==> config.mk <==
export PLATFORM = sky130hd
export DESIGN_NAME = pl_perf_monitor_flat
export DESIGN_NICKNAME = d
export VERILOG_FILES = /design/src/rtl/pl_perf_monitor_if.sv /design/src/rtl/pl_perf_monitor.sv /design/src/flat_wrapper.sv
export SDC_FILE = /design/constraint.sdc
export NUM_CORES = 1
export LEC_CHECK = 0
export CAP_MARGIN = 20
export CORE_ASPECT_RATIO = 2
export CORE_MARGIN = 8
export CORE_UTILIZATION = 40
export DETAILED_ROUTE_END_ITERATION = 7
export GPL_ROUTABILITY_DRIVEN = 0
export PLACE_DENSITY_LB_ADDON = 0.05
export RECOVER_POWER = 100
export SYNTH_ARGS = -nofsm -noshare
export SYNTH_HDL_FRONTEND = slang
export SYNTH_SLANG_ARGS = --single-unit
==> constraint.sdc <==
create_clock -name input_clk -period 7.5 [get_ports input_clk]
set_input_delay 1.5 -clock input_clk [delete_from_list [all_inputs] [get_ports input_clk]]
set_output_delay 1.5 -clock input_clk [all_outputs]
set_load 0.02 [all_outputs]
==> src/rtl/pl_perf_monitor_if.sv <==
// Purpose : groups the run-control and counter read-out signals of pl_perf_monitor.
// Latency : n/a (wiring only).
// Backpressure: none; all strobes are single-cycle and always accepted.
// Ports   : master drives start/hlt_seen/stall/event_in/rd_sel and observes results;
//           slave is the monitor, driving rd_data, live counters, ovf, busy, done, timeout.
interface pl_perf_monitor_if #(
  parameter int NUM_EVENTS = 4,
  parameter int CNT_W      = 32
);
  logic                  start;
  logic                  hlt_seen;
  logic                  stall;
  logic [NUM_EVENTS-1:0] event_in;
  logic [3:0]            rd_sel;
  logic [CNT_W-1:0]      rd_data;
  logic [CNT_W-1:0]      cycles_consumed;
  logic [CNT_W-1:0]      StallCount;
  logic [NUM_EVENTS+1:0] ovf;
  logic                  busy;
  logic                  done;
  logic                  timeout;

  modport master (
    output start, hlt_seen, stall, event_in, rd_sel,
    input  rd_data, cycles_consumed, StallCount, ovf, busy, done, timeout
  );

  modport slave (
    input  start, hlt_seen, stall, event_in, rd_sel,
    output rd_data, cycles_consumed, StallCount, ovf, busy, done, timeout
  );
endinterface

==> src/rtl/pl_perf_monitor.sv <==
// Purpose : run-control FSM (IDLE/RUN/DRAIN/DONE) with cycle, stall and event counters and a watchdog.
// Latency : live counters update on the counting edge; rd_data is one cycle behind rd_sel.
// Backpressure: none; inputs are sampled every cycle and ignored outside the states that use them.
// Ports   : input_clk, rst (async, active-high) plus bus (slave modport of pl_perf_monitor_if).
module pl_perf_monitor #(
  parameter int NUM_EVENTS = 4,
  parameter int CNT_W      = 32,
  parameter int MAX_CLOCKS = 100000,
  parameter int HALT_DRAIN = 4,
  parameter int SATURATE   = 1
) (
  input logic               input_clk,
  input logic               rst,
  pl_perf_monitor_if.slave  bus
);
  // Counter index 0 = cycles, 1 = stalls, 2+i = event i (same order as rd_sel and ovf).
  localparam int NUM_CNT = NUM_EVENTS + 2;

  // The watchdog is compared at 65 bits so a limit that cannot be represented
  // in CNT_W bits simply never matches instead of aliasing onto a smaller value.
  localparam logic [64:0] MAX_W      = 65'(MAX_CLOCKS);
  localparam bit          WD_EN      = (MAX_CLOCKS != 0) && ((MAX_W >> CNT_W) == 65'd0);
  localparam logic [3:0]  DRAIN_LAST = 4'(HALT_DRAIN);

  typedef enum logic [1:0] {
    S_IDLE,
    S_RUN,
    S_DRAIN,
    S_DONE
  } state_e;

  state_e                         state_q, state_d;
  logic [3:0]                     drain_q, drain_d;
  logic [NUM_CNT-1:0][CNT_W-1:0]  cnt_q, cnt_d;
  logic [NUM_CNT-1:0]             ovf_q, ovf_d;
  logic                           timeout_q, timeout_d;
  logic [CNT_W-1:0]               rd_data_q, rd_data_d;
  logic [NUM_CNT-1:0]             inc;

  // Cycle counter always increments in RUN, so its strobe is a constant 1.
  assign inc = {bus.event_in, bus.stall, 1'b1};

  always_comb begin
    state_d   = state_q;
    drain_d   = drain_q;
    cnt_d     = cnt_q;
    ovf_d     = ovf_q;
    timeout_d = timeout_q;
    rd_data_d = '0;

    case (state_q)
      S_IDLE, S_DONE: begin
        if (bus.start) begin
          state_d   = S_RUN;
          cnt_d     = '0;
          ovf_d     = '0;
          timeout_d = 1'b0;
        end
      end

      S_RUN: begin
        for (int i = 0; i < NUM_CNT; i++) begin
          if (inc[i]) begin
            if (&cnt_q[i]) begin
              ovf_d[i] = 1'b1;
              cnt_d[i] = (SATURATE != 0) ? cnt_q[i] : '0;
            end else begin
              cnt_d[i] = cnt_q[i] + CNT_W'(1);
            end
          end
        end
        // Halt takes priority over a watchdog hit in the same cycle.
        if (bus.hlt_seen) begin
          state_d = S_DRAIN;
          drain_d = '0;
        end else if (WD_EN && (65'(cnt_d[0]) == MAX_W)) begin
          state_d   = S_DONE;
          timeout_d = 1'b1;
        end
      end

      S_DRAIN: begin
        // drain_q counts 0..HALT_DRAIN, so done lands HALT_DRAIN+1 edges after the halt edge.
        if (drain_q == DRAIN_LAST) begin
          state_d = S_DONE;
        end else begin
          drain_d = drain_q + 4'd1;
        end
      end

      default: state_d = S_IDLE;
    endcase

    // Read port samples the post-edge counter value; out-of-range selects read 0.
    for (int i = 0; i < NUM_CNT; i++) begin
      if (bus.rd_sel == 4'(i)) begin
        rd_data_d = cnt_d[i];
      end
    end
  end

  always_ff @(posedge input_clk or posedge rst) begin
    if (rst) begin
      state_q   <= S_IDLE;
      drain_q   <= '0;
      cnt_q     <= '0;
      ovf_q     <= '0;
      timeout_q <= 1'b0;
      rd_data_q <= '0;
    end else begin
      state_q   <= state_d;
      drain_q   <= drain_d;
      cnt_q     <= cnt_d;
      ovf_q     <= ovf_d;
      timeout_q <= timeout_d;
      rd_data_q <= rd_data_d;
    end
  end

  assign bus.rd_data         = rd_data_q;
  assign bus.cycles_consumed = cnt_q[0];
  assign bus.StallCount      = cnt_q[1];
  assign bus.ovf             = ovf_q;
  assign bus.busy            = (state_q == S_RUN) || (state_q == S_DRAIN);
  assign bus.done            = (state_q == S_DONE);
  assign bus.timeout         = timeout_q;
endmodule

==> src/flat_wrapper.sv <==
// flat-port wrapper written by rule: the top's interface ports become plain ports
module pl_perf_monitor_flat 
#(
  parameter int NUM_EVENTS = 4,
  parameter int CNT_W      = 32,
  parameter int MAX_CLOCKS = 100000,
  parameter int HALT_DRAIN = 4,
  parameter int SATURATE   = 1
)
  (input_clk, rst, bus_start, bus_hlt_seen, bus_stall, bus_event_in, bus_rd_sel, bus_rd_data, bus_cycles_consumed, bus_StallCount, bus_ovf, bus_busy, bus_done, bus_timeout);
  pl_perf_monitor_if #(.NUM_EVENTS(NUM_EVENTS), .CNT_W(CNT_W)) bus_i ();
  input logic input_clk;
  input logic rst;
  input wire logic [$bits(bus_i.start)-1:0] bus_start;
  input wire logic [$bits(bus_i.hlt_seen)-1:0] bus_hlt_seen;
  input wire logic [$bits(bus_i.stall)-1:0] bus_stall;
  input wire logic [$bits(bus_i.event_in)-1:0] bus_event_in;
  input wire logic [$bits(bus_i.rd_sel)-1:0] bus_rd_sel;
  output wire logic [$bits(bus_i.rd_data)-1:0] bus_rd_data;
  output wire logic [$bits(bus_i.cycles_consumed)-1:0] bus_cycles_consumed;
  output wire logic [$bits(bus_i.StallCount)-1:0] bus_StallCount;
  output wire logic [$bits(bus_i.ovf)-1:0] bus_ovf;
  output wire logic [$bits(bus_i.busy)-1:0] bus_busy;
  output wire logic [$bits(bus_i.done)-1:0] bus_done;
  output wire logic [$bits(bus_i.timeout)-1:0] bus_timeout;
  assign bus_i.start = bus_start;
  assign bus_i.hlt_seen = bus_hlt_seen;
  assign bus_i.stall = bus_stall;
  assign bus_i.event_in = bus_event_in;
  assign bus_i.rd_sel = bus_rd_sel;
  assign bus_rd_data = bus_i.rd_data;
  assign bus_cycles_consumed = bus_i.cycles_consumed;
  assign bus_StallCount = bus_i.StallCount;
  assign bus_ovf = bus_i.ovf;
  assign bus_busy = bus_i.busy;
  assign bus_done = bus_i.done;
  assign bus_timeout = bus_i.timeout;
  pl_perf_monitor #(.NUM_EVENTS(NUM_EVENTS), .CNT_W(CNT_W), .MAX_CLOCKS(MAX_CLOCKS), .HALT_DRAIN(HALT_DRAIN), .SATURATE(SATURATE)) u_core (.input_clk(input_clk), .rst(rst), .bus(bus_i));
endmodule
=== After elaboration in Yosys (flattened, before gate mapping) ===
Index checks and enable logic that the tools add are counted.

* $add $sub $neg: 7
* $mul: 0
* Divide/modulo/power cells: 0
* $lt $le $gt $ge: 0
* Equal/unequal tests: 28
* Shift-type cells: 0
* Mux-type cells: 45
* Bitwise gates (word level): 0
* Reduce and logical (&&, ||, !) cells: 21

{| class="wikitable"
|+ Operator list
! operator !! number
|-
| $mux W32 || 18
|-
| $pmux W192 S2 || 1
|-
| $add A32 B1 Y32 const B || 6
|-
| $mux W192 || 1
|-
| $reduce_and A32 Y1 || 6
|-
| $eq A32 B17 Y1 const B || 1
|-
| $reduce_and A4 Y1 || 6
|-
| $ne A2 B2 Y1 const B || 9
|-
| $ne A2 B1 Y1 const B || 8
|-
| $mux W1 || 14
|-
| $eq A4 B3 Y1 const B || 3
|-
| $pmux W6 S2 || 1
|-
| $reduce_and A3 Y1 || 3
|-
| $eq A4 B2 Y1 const B || 2
|-
| $mux W2 || 4
|-
| $mux W4 || 2
|-
| $pmux W4 S2 || 1
|-
| $mux W6 || 1
|-
| $pmux W2 S3 || 1
|-
| $add A4 B1 Y4 const B || 1
|-
| $eq A2 B2 Y1 const B || 2
|-
| $eq A4 B1 Y1 const B || 1
|-
| $logic_not A4 Y1 || 1
|-
| $reduce_bool A2 Y1 || 2
|-
| 6 further kinds || 6
|}

* Flip-flop bits (word level): 237
* Bits in latches: 0
* RAM bits: 0
* Memory bits (read-only): 0
* Bits of input ports: 13
* Output and inout bits: 105
* Word-level logic and storage cells: 117
* Memories: 0

=== Longest topological paths before layout ===
Gate-level depths: netlist of the first run.

* Depth after elaboration: 10
* Mapped depth: 14
* Depth with buffers taken out: 11

=== Least setup slack after synthesis of the first run ===
OpenSTA, ideal clock, no wires.

* Path type: in2reg
* Start point: input bus_stall
* End point: register u_core.rd_data_q[30], in the netlist u_core.bus.rd_data[30]
* Library setup time: 126 ps
* Arrival: 3435 ps
* Required time: 7374 ps
* Setup slack: 3940 ps
* Cell stages on the path: 9
* Buffers on the path: 0
* Cell sequence: nand4_2 nor4_2 o211ai_1 or4_1 nand3_1 o311ai_1 o21ai_0 nand2_1 a221o_1

{| class="wikitable"
|+ RTL lines
! element !! line !! text
|-
| from (decl) || flat_wrapper.sv:16 || <nowiki>input wire logic [$bits(bus_i.stall)-1:0] bus_stall;</nowiki>
|-
| to (signal assigned) || pl_perf_monitor.sv:116 || <nowiki>rd_data_q <= rd_data_d;</nowiki>
|-
| to (decl) || pl_perf_monitor.sv:37 || <nowiki>logic [CNT_W-1:0] rd_data_q, rd_data_d;</nowiki>
|}

==> flow_metrics.py, run 1 <==
metrics = {
    "grt": {
        "grt_max_degree": 154,
        "track_usage_pct": 32.84,
        "grt_pass1_wl_um": 114300,
        "grt_pass1_vias": 16660,
        "grt_overflow": 0,
        "antenna_found_initial": 1,
    },
    "die": {
        "chipHeight_um": 300.2,
        "row_count": 104,
        "core_mm2": 0.04008,
        "dieArea_mm2": 0.04747,
        "initial_core_util_pct": 40.31,
        "io-pin-count": 118,
        "dieWidth_um": 158.1,
    },
    "logic_synthesis": {
        "synth_area_leader_cell": "dfrtp_1",
        "synth_fp_nets": 2022,
        "synthFlopType": "dfrtp_1",
        "ys_seq_area_share_pct": 36.71,
        "async_flop_share_pct": 100.0,
        "synthTopCellsByArea": "dfrtp_1 (37%), o21ai_0 (6.7%), nand2_1 (5.7%)",
        "netlist_area_mm2": 0.01616,
        "syn_inst": 1998,
        "synth_seq_cells": 237,
        "synth_cell_types": 91,
        "synth_top_area_share_pct": 36.71,
        "yosysWarnings": 0,
        "synth_edf_count": 0,
        "syn_area_per_cell_um2": 8.086,
    },
    "sta": {
        "fmax_mhz": 169.7,
        "slew_viol_final": 136,
        "slew_headroom_pct": -88.00,
        "timing.setup.tns_ps": 0,
        "setup_viol": 0,
        "hold_viol": 0,
        "layout_min_cycle_time_ps": 5893,
        "rsz0062_at_grt": "no",
        "worst_pin_slew_ps": 2820,
        "fin_crit_sh_pct": 78.57,
        "fin_skew_ps": 10.18,
    },
    "route": {
        "wl_per_cell_um": 31.00,
        "drt-pass1-iter-count": 6,
        "num_vias": 17050,
        "viasPerCell": 6.754,
        "remaining_drc_errors": 0,
        "first_iter_violations": 1463,
        "ant_nets": 0,
        "routed_wl_um": 78280,
    },
    "critical_path": {
        "startpoint_type": "primary input",
        "crit_required_ps": 7940,
        "cpMaxStageDelayCell": "nor2_1",
        "crit_path_cell_trace": "dlygate4sd3_1 > nor2_1 > nor2_1 > clkbuf_1 > o22ai_1 > a221o_1 > a21oi_1 > o2bb2ai_1",
        "timing.rr.end": "u_core.bus.rd_data[22]",
        "reg2reg_slack_ps": 2060,
        "reg2regPathDepth": 9,
        "cp_max_fo": 26,
        "r2r_start": "u_core.state_q[0]",
        "worstSetupEndpointType": "register",
        "critPathKind": "primary input to register",
        "timing.critical_path.mode_cell": "nor2_1",
        "slowest_delay_ps": 1810,
        "arrival_ps": 6330,
    },
    "clock_tree": {
        "postCtsSetupBuffers": 0,
        "cts_sinks": 237,
        "cts-hold-fix-buffers": 0,
        "clk_pin_slew_ps": 70,
        "cts_root_buf": "clkbuf_16",
        "clk_latency_ps": 560,
        "max-clock-path-buffers": 3,
        "cts_tree": "built",
        "cts.repair.resized": 0,
        "h-tree-depth": 1,
        "cts_buffers": 26,
    },
    "run_status": {
        "violations": "max-capacitance violations, max-slew violations",
        "status": "finished, violations left",
    },
    "placement": {
        "place_hpwl_um": 57510,
        "io_buffers": 117,
        "place_inst": 2477,
    },
    "power_and_ir_drop": {
        "p_per_area_mw_per_mm2": 242.2,
        "ir_drop_mv": 0.3129,
        "leakagePower_nw": 7.393,
    },
    "worst_hold_path": {
        "hp-class": "register to register",
        "holdPathEnd": "u_core.cnt_q[159]",
        "hold_path_startpoint": "u_core.cnt_q[159]",
        "hold_depth": 1,
    },
    "cells_and_area": {
        "final_cells": 2525,
        "final_common_cell": "nand2_1",
        "layout_common_cells": "nand2_1 (244), dfrtp_1 (237), o21ai_0 (218), nor2_1 (116)",
        "synthToLayoutAreaGrowth_pct": 12.14,
        "final_nets": 1999,
        "drive_above_1_share_pct": 5.065,
    },
    "run": {
        "cap_violations": 6,
    },
}
-- sequential cells by signal, indices dropped and copies added, names as in the netlist --
register                    cells
u_core.bus.timeout              1
u_core.bus.StallCount          32
u_core.bus.ovf                  6
u_core.state_q                  2
u_core.bus.cycles_consumed     32
u_core.cnt_q                  128
u_core.bus.rd_data             32
u_core.drain_q                  4
-- layer usage --
metal	part of all wire (%)	wire (µm)	up-vias	global-route usage, %
met5	0	0	-	0
li1	-	-	7447	-
met3	6.5	5084	308	4.933
met2	50	38830	905	56.82
met1	34	26370	8393	34.03
met4	10	8001	0	27.75
-- logic make-up (layout without fill, tap and decap cells) --
family / after synthesis / in the layout / share of synthesized area [%]
other: 0 / 1 / 0
buffers and inverters: 254 / 250 / 7.651
adder cells (fa/ha/maj): 11 / 11 / 0.8518
AND/OR/NAND/NOR: 789 / 789 / 25.15
multiplexers: 29 / 29 / 1.859
AO/OA/AOI/OAI: 654 / 654 / 26.49
XOR/XNOR: 24 / 24 / 1.301
flip-flops: 237 / 237 / 36.71
-- worst max-delay path by stage --
| stage | from | endpoint | slack (ps) | cells after the start |
|---|---|---|---|---|
| finish | bus_start | u_core.bus.rd_data[22] | 1610 | 8 |
| global route | rst | u_core.bus.rd_data[8] | 1490 | 3 |
| CTS | bus_rd_sel[1] | u_core.bus.rd_data[31] | 2970 | 7 |
| detailed placement | bus_rd_sel[1] | u_core.bus.rd_data[31] | 2400 | 7 |
| global placement | bus_rd_sel[1] | u_core.bus.rd_data[31] | 2490 | 7 |
| floorplan | rst | u_core.bus.StallCount[0] | 2890 | 1 |
-- synthesized netlist by cell type, drive strengths merged (10+ instances only) --
| master | instances |
|---|---|
| buf | 96 |
| inv | 52 |
| nand3 | 96 |
| a221oi | 20 |
| nor2 | 117 |
| a22o | 38 |
| o31ai | 36 |
| a22oi | 14 |
| dfrtp | 237 |
| and2 | 23 |
| o41ai | 19 |
| o21ai | 219 |
| o311ai | 10 |
| o22ai | 26 |
| nor3 | 56 |
| a31oi | 49 |
| o211ai | 12 |
| and3 | 52 |
| nand2 | 244 |
| nand2b | 11 |
| a21o | 16 |
| or4 | 13 |
| a21oi | 108 |
| xnor2 | 13 |
| xor2 | 11 |
| nand4 | 71 |
| and4 | 32 |
| nor4 | 34 |
| or3 | 19 |
| clkbuf | 106 |
| ha | 11 |
| mux2i | 21 |
-- through the flow --
step | setup slack [ps] | hold slack (ps) | total power, mW | utilization (%) | instance area (µm²)
after floorplan | 2894 | 456.1 | 2.329 | - | 16160
after global placement | 2492 | 495.6 | 2.934 | 43.09 | 17270
after detailed placement | 2397 | 503.0 | 2.951 | 43.11 | 17280
after CTS | 2975 | 511.1 | 4.413 | 45.46 | 18220
after global routing | 1495 | 544.4 | 4.549 | 45.20 | 18120
final | 1607 | 510.1 | 4.388 | 45.21 | 18120
-- worst max-delay path, delay by kind of cell --
| kind | cells | cell delay, ps |
|---|---|---|
| compound gates | 4 | 1110 |
| buf+inv | 2 | 1760 |
| simple gates | 2 | 1950 |
-- cell type report --
cell class	instances	area, µm²
antenna	1	2.502
clock buffer	32	724.4
clock inverter	15	215.2
fill	4102	21960
inverter	52	196.4
multi-input combinational	1507	8957
sequential	237	5931
tap	530	663.1
timing repair buffer	151	1429
-- where the power goes --
part	internal [mW]	leakage, nW	switching, mW
clock	0.862	0.468	0.607
sequential	1.32	3.29	0.0580
combinational	0.352	3.64	1.19
total	2.54	7.39	1.85
Note: power is estimated with default switching activity, not from simulation.
==> run 2, diff against run 1 <==
- clock period: 7.5 -> 6.1 ns (I/O delays scaled with it)
==> flow_metrics.py, run 2 (synthesized netlist as in run 1, its figures left out) <==
metrics = {
    "cells_and_area": {
        "drive_above_1_share_pct": 5.603,
        "final_common_cell": "nand2_1",
        "regMostFlops": "u_core.cnt_q",
        "postLayoutCoreUtil_pct": 45.42,
        "layout_common_cells": "nand2_1 (244), dfrtp_1 (237), o21ai_0 (216), nor2_1 (116), a21oi_1 (108)",
        "fill_cells": 4083,
        "largest_reg_flops": 128,
        "final_nets": 2004,
        "final_cells": 2531,
        "synthToLayoutAreaGrowth_pct": 12.68,
        "design_area_mm2": 0.01821,
    },
    "placement": {
        "place_hpwl_um": 56870,
        "post_dp_cell_area_mm2": 0.01732,
        "io_buffers": 117,
        "place_inst": 2482,
    },
    "clock_tree": {
        "cts_tree": "built",
        "cts_root_buf": "clkbuf_16",
        "max-clock-path-buffers": 3,
        "cts-hold-fix-buffers": 0,
        "h-tree-depth": 1,
        "cts_sinks": 237,
        "clk_pin_slew_ps": 70,
        "postCtsSetupBuffers": 0,
        "clk_latency_ps": 570,
        "cts.repair.resized": 0,
        "cts_buffers": 25,
    },
    "sta": {
        "fmax_mhz": 191.9,
        "fin_skew_ps": 30.39,
        "hold_slack_ps": 512.3,
        "fin_crit_sh_pct": 85.45,
        "slew_viol_final": 221,
        "worst_pin_slew_ps": 2884,
        "setup_viol": 0,
        "slew_headroom_pct": -92.26,
        "layout_min_cycle_time_ps": 5212,
        "hold_viol": 0,
        "timing.setup.tns_ps": 0,
        "rsz0062_at_grt": "no",
    },
    "route": {
        "routed_wl_um": 77800,
        "num_vias": 16940,
        "remaining_drc_errors": 0,
        "wl_per_cell_um": 30.74,
        "drt-pass1-iter-count": 8,
        "ant_nets": 0,
        "viasPerCell": 6.692,
        "first_iter_violations": 1803,
    },
    "critical_path": {
        "cp_top_family": "buffers and inverters",
        "crit_path_cell_trace": "inv_1 > ha_1 > inv_1 > clkbuf_1 > o21ai_1 > a221oi_1 > nand3_1 > a22o_1",
        "cp_max_fo": 32,
        "arrival_ps": 5650,
        "cpMaxStageDelayCell": "clkbuf_1",
        "startpoint_type": "register",
        "timing.critical_path.mode_cell": "inv_1",
        "cp.buffers_inverters": 3,
        "crit_required_ps": 6540,
        "slowest_delay_ps": 1760,
        "worstSetupEndpointType": "register",
        "critPathKind": "register to register",
    },
    "die": {
        "chipHeight_um": 300.2,
        "dieArea_mm2": 0.04747,
        "initial_core_util_pct": 40.31,
        "row_count": 104,
        "dieWidth_um": 158.1,
        "core_mm2": 0.04008,
        "io-pin-count": 118,
    },
    "power_and_ir_drop": {
        "leakagePower_nw": 7.449,
        "ir_drop_mv": 0.3951,
        "p_per_area_mw_per_mm2": 295.5,
    },
    "grt": {
        "grt_pass1_wl_um": 112800,
        "antenna_found_initial": 3,
        "track_usage_pct": 32.53,
        "grt_max_degree": 137,
        "grt_pass1_vias": 16360,
        "grt_overflow": 0,
    },
    "run": {
        "cap_violations": 6,
    },
    "worst_hold_path": {
        "hp-class": "register to register",
    },
    "run_status": {
        "violations": "max-capacitance violations, max-slew violations",
        "status": "finished, violations left",
    },
}
==> run 2: where the power goes <==
group | leakage (nW) | internal (mW) | switching [mW]
Sequential | 3.29 | 1.63 | 0.0723
Combinational | 3.72 | 0.444 | 1.48
Clock | 0.447 | 1.03 | 0.731
==> run 2: worst reg2reg max path, cell delays in order, from the launching register on <==
cell	delay (ps)
dfrtp_1	400
inv_1	60
ha_1	740
inv_1	340
clkbuf_1	1770
o21ai_1	840
a221oi_1	490
nand3_1	210
a22o_1	240
==> run 2: final timing paths <==
path	cells after the start	slack, ps	startpoint	to
max	8	890	u_core.state_q[1]	u_core.bus.rd_data[1]
min in group asynchronous	2	1180	rst	u_core.cnt_q[170]
min	1	510	u_core.cnt_q[181]	u_core.cnt_q[181]
max in group asynchronous	3	1810	rst	u_core.bus.cycles_consumed[8]
min reg2reg	1	510	u_core.cnt_q[181]	u_core.cnt_q[181]
max reg2reg	8	890	u_core.state_q[1]	u_core.bus.rd_data[1]
==> run 2: layout make-up <==
class / instances / area (µm²) / share of cell area (%)
well taps: 530 / 663.1 / 3.643
clock inverters: 13 / 200.2 / 1.100
inverters: 52 / 196.4 / 1.079
diodes: 2 / 5.005 / 0.02749
flip-flops and latches: 237 / 5931 / 32.58
clock buffers: 33 / 705.7 / 3.876
repair buffers: 157 / 1463 / 8.034
multi-input cells: 1507 / 9041 / 49.66
==> run 2: layer usage <==
layer / part of all wire (%) / GRT usage (%) / vias to the layer above
met5: 0.013 / 0 / -
li1: - / - / 7449
met3: 6.9 / 5.250 / 294
met1: 33 / 33.56 / 8245
met4: 10 / 26.67 / 2
met2: 50 / 56.58 / 947
==> run 2: metrics by stage <==
stage	power (mW)	worst slack, ps
after global routing	5.586	814.3
final	5.379	887.7
after detailed placement	3.643	1274
after CTS	5.398	1833
after floorplan	2.863	1774
after global placement	3.630	1314
